File: src/rtl/bp_pkg.sv
// bp_pkg: types shared by the tournament predictor blocks.
package bp_pkg;
    typedef enum logic [1:0] {SL = 2'b00, WL = 2'b01, WG = 2'b10, SG = 2'b11} tourn_sel_t;
    localparam tourn_sel_t TOURN_INIT = WL;
    localparam int BP_IDX_W = 6;
    typedef struct packed {
        logic [BP_IDX_W-1:0] idx;
        tourn_sel_t          sel;
    } bp_upd_t;
    typedef enum logic {ST_INIT, ST_RUN} ct_state_t;
endpackage

File: src/rtl/bp_upd_fifo.sv
// bp_upd_fifo: selector write-back FIFO; entries are exposed oldest-first for the forwarding compare.
module bp_upd_fifo import bp_pkg::*; #(
    parameter int IDX_W  = 6,
    parameter int QDEPTH = 4
) (
    input  logic                              clk,
    input  logic                              rst,
    input  logic                              push_i,
    input  logic [IDX_W-1:0]                  push_idx_i,
    input  logic [1:0]                        push_sel_i,
    input  logic                              pop_i,
    output logic [$clog2(QDEPTH):0]           count_o,
    output logic [QDEPTH-1:0][IDX_W-1:0]      ent_idx_o,
    output logic [QDEPTH-1:0][1:0]            ent_sel_o,
    output logic [QDEPTH-1:0]                 ent_vld_o
);
    localparam int PW = $clog2(QDEPTH);
    localparam int CW = PW + 1;
    logic [QDEPTH-1:0][IDX_W+1:0] mem_q;
    logic [PW-1:0] rd_q, wr_q;
    logic [CW-1:0] cnt_q;
    always_ff @(posedge clk) begin
        if (rst) begin
            rd_q  <= '0;
            wr_q  <= '0;
            cnt_q <= '0;
        end else begin
            wr_q  <= push_i ? wr_q + PW'(1) : wr_q;
            rd_q  <= pop_i ? rd_q + PW'(1) : rd_q;
            cnt_q <= cnt_q + CW'(push_i) - CW'(pop_i);
        end
    end
    always_ff @(posedge clk) begin
        if (push_i) mem_q[wr_q] <= {push_idx_i, push_sel_i};
    end
    assign count_o = cnt_q;
    genvar i;
    generate
        for (i = 0; i < QDEPTH; i++) begin : g_ent
            logic [PW-1:0] a;
            assign a            = rd_q + PW'(i);
            assign ent_idx_o[i] = mem_q[a][IDX_W+1:2];
            assign ent_sel_o[i] = mem_q[a][1:0];
            assign ent_vld_o[i] = CW'(i) < cnt_q;
        end
    endgenerate
endmodule

File: src/rtl/bp_choice_table_sched.sv
// bp_choice_table_sched: shares the single-port tournament choice table between fetch lookups
// and buffered MEM write-backs, with store-to-lookup forwarding and a post-reset init sweep.
module bp_choice_table_sched import bp_pkg::*; #(
    parameter int         IDX_W    = 6,
    parameter int         QDEPTH   = 4,
    parameter logic [1:0] INIT_SEL = TOURN_INIT
) (
    input  logic             clk,
    input  logic             rst,
    input  logic             if_req_i,
    input  logic [IDX_W-1:0] if_idx_i,
    output logic             if_ready_o,
    output logic             if_rsp_valid_o,
    output logic [1:0]       if_rsp_sel_o,
    input  logic             upd_valid_i,
    input  logic [IDX_W-1:0] upd_idx_i,
    input  logic [1:0]       upd_sel_i,
    output logic             upd_ready_o,
    output logic             tbl_en_o,
    output logic             tbl_we_o,
    output logic [IDX_W-1:0] tbl_addr_o,
    output logic [1:0]       tbl_wdata_o,
    input  logic [1:0]       tbl_rdata_i,
    output logic             init_done_o
);
    localparam int CW = $clog2(QDEPTH) + 1;
    ct_state_t state_q;
    logic [IDX_W-1:0] sweep_q;
    logic init_done_q, rsp_valid_q, hit_q, hit_d;
    logic [1:0] fwd_q, fwd_d;
    logic [CW-1:0] cnt;
    logic [QDEPTH-1:0][IDX_W-1:0] ent_idx;
    logic [QDEPTH-1:0][1:0] ent_sel;
    logic [QDEPTH-1:0] ent_vld;
    logic run, full, accept, pop, push;
    bp_upd_fifo #(.IDX_W(IDX_W), .QDEPTH(QDEPTH)) u_fifo (
        .clk        (clk),
        .rst        (rst),
        .push_i     (push),
        .push_idx_i (upd_idx_i),
        .push_sel_i (upd_sel_i),
        .pop_i      (pop),
        .count_o    (cnt),
        .ent_idx_o  (ent_idx),
        .ent_sel_o  (ent_sel),
        .ent_vld_o  (ent_vld)
    );
    assign run         = state_q == ST_RUN;
    assign full        = cnt == CW'(QDEPTH);
    assign if_ready_o  = run && !full;
    assign upd_ready_o = run && !full;
    assign accept      = if_ready_o && if_req_i;
    assign pop         = run && (full || (!if_req_i && cnt != '0));
    assign push        = upd_valid_i && upd_ready_o;
    // rst gates the table port so nothing is touched while reset is held
    assign tbl_en_o    = !rst && (!run || accept || pop);
    assign tbl_we_o    = !rst && (!run || pop);
    assign tbl_addr_o  = !run ? sweep_q : accept ? if_idx_i : ent_idx[0];
    assign tbl_wdata_o = !run ? INIT_SEL : ent_sel[0];
    // later matches overwrite earlier ones: younger entries, then the incoming update, win
    always_comb begin
        hit_d = 1'b0;
        fwd_d = 2'b00;
        for (int k = 0; k < QDEPTH; k++) begin
            if (ent_vld[k] && !(pop && k == 0) && ent_idx[k] == if_idx_i) begin
                hit_d = 1'b1;
                fwd_d = ent_sel[k];
            end
        end
        if (push && upd_idx_i == if_idx_i) begin
            hit_d = 1'b1;
            fwd_d = upd_sel_i;
        end
    end
    always_ff @(posedge clk) begin
        if (rst) begin
            state_q     <= ST_INIT;
            sweep_q     <= '0;
            init_done_q <= 1'b0;
            rsp_valid_q <= 1'b0;
            hit_q       <= 1'b0;
            fwd_q       <= 2'b00;
        end else begin
            if (state_q == ST_INIT) begin
                sweep_q <= sweep_q + IDX_W'(1);
                if (sweep_q == '1) begin
                    state_q     <= ST_RUN;
                    init_done_q <= 1'b1;
                end
            end
            rsp_valid_q <= accept;
            if (accept) begin
                hit_q <= hit_d;
                fwd_q <= fwd_d;
            end
        end
    end
    assign init_done_o    = init_done_q;
    assign if_rsp_valid_o = rsp_valid_q;
    assign if_rsp_sel_o   = !rsp_valid_q ? 2'b00 : hit_q ? fwd_q : tbl_rdata_i;
endmodule

File: config.mk
export PLATFORM = sky130hd
export DESIGN_NAME = bp_choice_table_sched
export DESIGN_NICKNAME = d
export VERILOG_FILES = /design/src/rtl/bp_pkg.sv /design/src/rtl/bp_upd_fifo.sv /design/src/rtl/bp_choice_table_sched.sv
export SDC_FILE = /design/constraint.sdc
export NUM_CORES = 1
export LEC_CHECK = 0
export CORE_MARGIN = 1
export CORE_UTILIZATION = 55
export CTS_BUF_LIST = sky130_fd_sc_hd__clkbuf_4
export DETAILED_ROUTE_END_ITERATION = 8
export PLACE_DENSITY = 0.75
export SLEW_MARGIN = 30
export SYNTH_ARGS = -nofsm -noshare
export SYNTH_HDL_FRONTEND = slang
export SYNTH_SLANG_ARGS = --single-unit
export TNS_END_PERCENT = 1
File: constraint.sdc
create_clock -name clk -period 4.45 [get_ports clk]
set_input_delay 0.89 -clock clk [delete_from_list [all_inputs] [get_ports clk]]
set_output_delay 0.89 -clock clk [all_outputs]
set_load 0.01 [all_outputs]
Word-level counts from Yosys, hierarchy flattened
Cells that the tools add are included.
{"block": "totals", "register_bits": 51}
{"block": "classes", "reduce_logical": 25, "mux": 28, "eq_ne": 7, "n_addsub": 7, "magnitude_cmp": 10, "bitwise_logic": 1}
{"op": "$bmux W8 S2", "n": 4}
{"op": "$mux W8", "n": 5}
{"op": "$bwmux W32", "n": 1}
{"op": "$eq A6 B6 Y1", "n": 5}
{"op": "$demux W8 S2", "n": 1}
{"op": "$mux W2", "n": 8}
{"op": "$lt A2 B3 Y1 const B", "n": 5}
{"op": "$logic_and A1 B1 Y1", "n": 14}
{"op": "$mux W6", "n": 2}
{"op": "$mux W1", "n": 7}
{"op": "$add A6 B1 Y6 const B", "n": 1}
{"op": "$eq A6 B6 Y1 const B", "n": 1}
{"op": "$lt A1 B3 Y1 const A", "n": 2}
{"op": "$lt A2 B3 Y1 const A", "n": 2}
{"op": "$logic_not A1 Y1", "n": 5}
{"op": "$add A2 B1 Y2 const B", "n": 2}
{"op": "$add A2 B2 Y2 const B", "n": 2}
{"op": "$logic_or A1 B1 Y1", "n": 4}
{"op": "$add A3 B1 Y3", "n": 1}
{"op": "$eq A3 B3 Y1 const B", "n": 1}
{"op": "$reduce_bool A3 Y1", "n": 1}
{"op": "$sub A3 B1 Y3", "n": 1}
{"op": "$ge A2 B1 Y1 const B", "n": 1}
{"op": "$reduce_and A2 Y1", "n": 1}
{"op": "$not A1 Y1", "n": 1}

Depth between registers and ports, before layout
{"block": "depth", "word_depth": 12, "mapped_depth": 9, "mapped_depth_nobuf": 9}

Cells and area by module
A second synthesis with hierarchy kept.
{"block": "hier_totals", "cells_unflattened": 272, "area_unflattened_um2": 3409.5}
{"module": "bp_upd_fifo", "area_per_inst_um2": 2218.4, "seq_area_each_um2": 1101.1, "n_inst": 1, "cells_per_inst": 116}
{"module": "bp_choice_table_sched", "area_per_inst_um2": 1191.1, "seq_area_each_um2": 240.2, "n_inst": 1, "cells_per_inst": 156}

Least setup slack after synthesis
OpenSTA, ideal clock, no wires.
{"block": "synth_path", "path_kind": "in2reg", "from": "in if_req_i", "to": "reg u_fifo.cnt_q[1], in the netlist u_fifo.count_o[1]", "slack_ns": 1.883, "arrival_ns": 2.439, "path_stages": 7, "setup_ns": 0.128, "n_path_buf": 0, "t_required_ns": 4.322, "cell_sequence": "or2_2 a21oi_1 ha_1 inv_1 ha_1 fa_1 nor2b_1"}
{"block": "synth_between", "elab_chain_len": 5}
{"element": "start, declared", "line": "bp_choice_table_sched.sv:10", "rtl": "input logic if_req_i,"}
{"element": "$logic_not A1 Y1", "line": "bp_choice_table_sched.sv:53", "rtl": "assign pop = run && (full || (!if_req_i && cnt != '0));"}
{"element": "$logic_and A1 B1 Y1", "line": "bp_choice_table_sched.sv:53"}
{"element": "$logic_or A1 B1 Y1", "line": "bp_choice_table_sched.sv:53"}
{"element": "$logic_and A1 B1 Y1", "line": "bp_choice_table_sched.sv:53"}
{"element": "named net pop", "line": "bp_choice_table_sched.sv:35", "rtl": "logic run, full, accept, pop, push;"}
{"element": "$sub A3 B1 Y3", "line": "bp_upd_fifo.sv:30", "rtl": "cnt_q <= cnt_q + CW'(push_i) - CW'(pop_i);"}
{"element": "end signal, assigned", "line": "bp_upd_fifo.sv:30"}
{"element": "end, declared", "line": "bp_upd_fifo.sv:21", "rtl": "logic [CW-1:0] cnt_q;"}
The timed path passes the listed nets, and every way through them passes these cells.
A chain may end at the register's enable or synchronous reset.

Worst setup path in the final report
{"block": "layout_path", "from": "reg u_fifo.rd_q[1]", "to": "out tbl_addr_o[4]"}
{"block": "layout_between", "elab_chain_len": 4}
{"element": "start, declared", "line": "bp_upd_fifo.sv:20", "rtl": "logic [PW-1:0] rd_q, wr_q;"}
{"element": "start signal, assigned", "line": "bp_upd_fifo.sv:29", "rtl": "rd_q <= pop_i ? rd_q + PW'(1) : rd_q;"}
{"element": "$bmux W8 S2", "line": "bp_upd_fifo.sv:42", "rtl": "assign ent_idx_o[i] = mem_q[a][IDX_W+1:2];"}
{"element": "$mux W8"}
{"element": "$mux W6 (2 in a row)", "line": "bp_choice_table_sched.sv:58", "rtl": "assign tbl_addr_o = !run ? sweep_q : accept ? if_idx_i : ent_idx[0];"}
{"element": "end, declared", "line": "bp_choice_table_sched.sv:21", "rtl": "output logic [IDX_W-1:0] tbl_addr_o,"}
Every way passes these cells. The select of a mux whose other input is x is not followed.

==> summary.txt <==
Delay-heaviest family, CP -> flip-flops
Die area -> 6270 um^2
Largest net degree at the start of global routing -> 29
Worst-path maximum fanout -> 28
Slew HR -> 0.498
CTS-repair resized insts -> 0
Post-synth EDFFs -> 32
Die X -> 79.2 um
Post-CTS setup buffers -> 0
Slowest cell on the critical path -> dfxtp_2
Final Slew Violations -> 0
Final ANT Viol Nets -> 0
Routed Wire Length -> 7420 um
Commonest non-fill, non-tap cells in the layout -> mux2i_1, clkdlybuf4s50_1, edfxtp_1
Vias in the first global route -> 2360
Pwr Density -> 241 nW/um^2
Ys Warns -> 0
Die height -> 79.2 um
Post-synth top flop -> edfxtp_1
WP buf/inv -> 2
Tcrit/Tclk final -> 0.820
Wire length per cell -> 18.2 um
Max Freq -> 274 MHz
Initial DRC count -> 171
Hold Path Class -> flop to flop
#FFs+latches synth -> 51
RSZ-0062 raised after global routing -> no
Syn-to-layout area delta -> 14.5%
Period minus WS final -> 3650 ps
Overall Global Routing Usage -> 0.251
Final-report hold violation count -> 0
Worst path arrival time -> 2760 ps
Post-Route Skew -> 12.7 ps
Leakage power -> 0.00129 uW
Routed met3 length -> 314 um
CTS Hold Bufs -> 0
Most common cell after layout, fill and taps aside -> mux2i_1
Status -> complete, no violations
Design area -> 3750 um^2
Synth Cell Area -> 3280 um^2
Asr flop ratio synth -> 0
Initial Util -> 0.581
Nets -> 366
Critical path's largest stage delay -> 850 ps
Pwr Total -> 904 uW
Fin util -> 0.666
Final setup fails -> 0
Met2 wire len -> 3650 um
N_diodes -> 0
GR Overflow Total -> 0
DR vias/cell -> 5.93
Post-Syn Instances -> 309
HPWL after detailed placement -> 5600 um
Max cap viols -> 0
Cell row count -> 27
Initial antenna violation count -> 0
Unique cell type count in the Yosys netlist -> 47
Worst Tran Pin Value -> 752 ps
First-pass GRT wire length -> 11800 um
Clock sink count -> 51
IO Count -> 36
Root Driver -> clkbuf_4
Crit path capture type -> output port
DRT met1 WL -> 3270 um
VDD IR-drop max -> 0.000180 V
Core ar. -> 5640 um^2
CTS clk-pin slew, worst paths -> 150 ps
Cell Chain, Critical Path -> buf_4 > mux2i_1 > nand2_1 > a31o_2 > clkdlybuf4s50_1
Final WS setup -> 799 ps
WP data required -> 3560 ps
# DRC -> 0
Post-synthesis sequential area ratio -> 0.409
CTS tree -> built
Highest routed layer -> met4
Global placement routability congestion -> 0.867
First-pass DRT Iterations -> 4
IO Port Bufs -> 35
Via count -> 2427
Dpl ws -> 950 ps
Area post-placement -> 3650 um^2
Num CTS Buffers -> 5
CP Class -> flop to output port
Setup TNS -> 0 ps
Critical path launch point type -> flop
Max Root-Sink Buffers -> 2
Fraction of layout cells with a size suffix above 1 -> 0.0861
Syn Area/Cell -> 10.6 um^2
Syn_nets -> 339
Clk_lat worst skew -> 370 ps
Htree depth -> 2
[tightest hold or removal path: cells and delay by family, from the launching register on]
kind	cells	cell delay, ps
flops	1	350
simple gates	1	70
compound gates	1	40
[power by group]
part	internal (uW)	switching [uW]
clock network	175	150
logic	36.9	36.4
registers	504	2.68
total	715	189
[flip-flops by register name, summed over array words and instances, names as in the netlist]
register and count:
init_done_o 1, if_rsp_valid_o 1, u_fifo.wr_q 2, run 1
hit_q 1, fwd_q 2, u_fifo.count_o 3, sweep_q 6
u_fifo.mem_q 32, u_fifo.rd_q 2
[final timing paths]
kind / start / end / slack, ps / cells past startpoint
setup / recovery: u_fifo.rd_q[1]$_SDFFE_PP0P_ / tbl_addr_o[4] / 800 / 5
hold / removal: init_done_o$_SDFFE_PP0P_ / init_done_o$_SDFFE_PP0P_ / 490 / 2
setup reg to reg: u_fifo.rd_q[1]$_SDFFE_PP0P_ / fwd_q[0]$_SDFFE_PP0P_ / 1420 / 8
hold reg to reg: init_done_o$_SDFFE_PP0P_ / init_done_o$_SDFFE_PP0P_ / 490 / 2
[cell families after synthesis]
logic type      Yosys count  share of synthesized area
mux                      49                      0.180
compound gates           46                     0.0958
flops                    51                      0.409
buf+inv                  32                     0.0454
simple gates             80                      0.119
fa+ha+maj                10                     0.0405
xor+xnor                 41                      0.110
[per-layer routing]
layer / up-vias / track usage
met5: - / 0
met4: 0 / 0.0873
met3: 16 / 0.0322
met2: 77 / 0.428
met1: 1168 / 0.327
li1: 1166 / -
[cell type report]
class                   instances  area, um^2
inverters                      13        48.8
fillers                       460        1890
clock buffers                   5        37.5
repair buffers                 39         380
multi-input cells             226        1790
flip-flops and latches         51        1340
well taps                      72        90.1
clock inverters                 3        67.6
[through the flow]
stage | hold slack, ps | std cells
floorplan | 471 | 309
global placement | 450 | 401
detailed placement | 461 | 401
CTS | 495 | 409
global route | 548 | 409
finish | 486 | 409
[synthesized netlist by cell type, types with 2 or more instances]
master | n | share of area
buf_1 | 2 | 0.0023
mux2_2 | 4 | 0.014
nor2b_1 | 8 | 0.015
nand2_1 | 16 | 0.018
o21ai_0 | 6 | 0.0092
mux2i_1 | 37 | 0.11
mux4_2 | 6 | 0.041
nand4_1 | 4 | 0.0076
o311a_1 | 2 | 0.0061
clkbuf_1 | 10 | 0.011
dfxtp_1 | 19 | 0.12
nand2b_1 | 2 | 0.0038
o22ai_1 | 3 | 0.0057
or3_1 | 2 | 0.0038
buf_2 | 2 | 0.0031
o21ai_1 | 4 | 0.0061
a31oi_1 | 2 | 0.0038
xnor2_1 | 19 | 0.051
and2_1 | 2 | 0.0038
buf_6 | 2 | 0.0069
a21oi_1 | 11 | 0.017
nand3_1 | 3 | 0.0046
buf_4 | 3 | 0.0069
nor2_1 | 30 | 0.034
o2111ai_1 | 3 | 0.0080
edfxtp_1 | 32 | 0.29
ha_1 | 9 | 0.034
o221ai_1 | 3 | 0.0080
a211oi_1 | 3 | 0.0069
and3_1 | 6 | 0.011
xor2_1 | 22 | 0.059
a221o_1 | 2 | 0.0061
a22o_1 | 2 | 0.0053
nor3_1 | 4 | 0.0061
inv_1 | 12 | 0.014
Power figures use the tool's default switching activity.
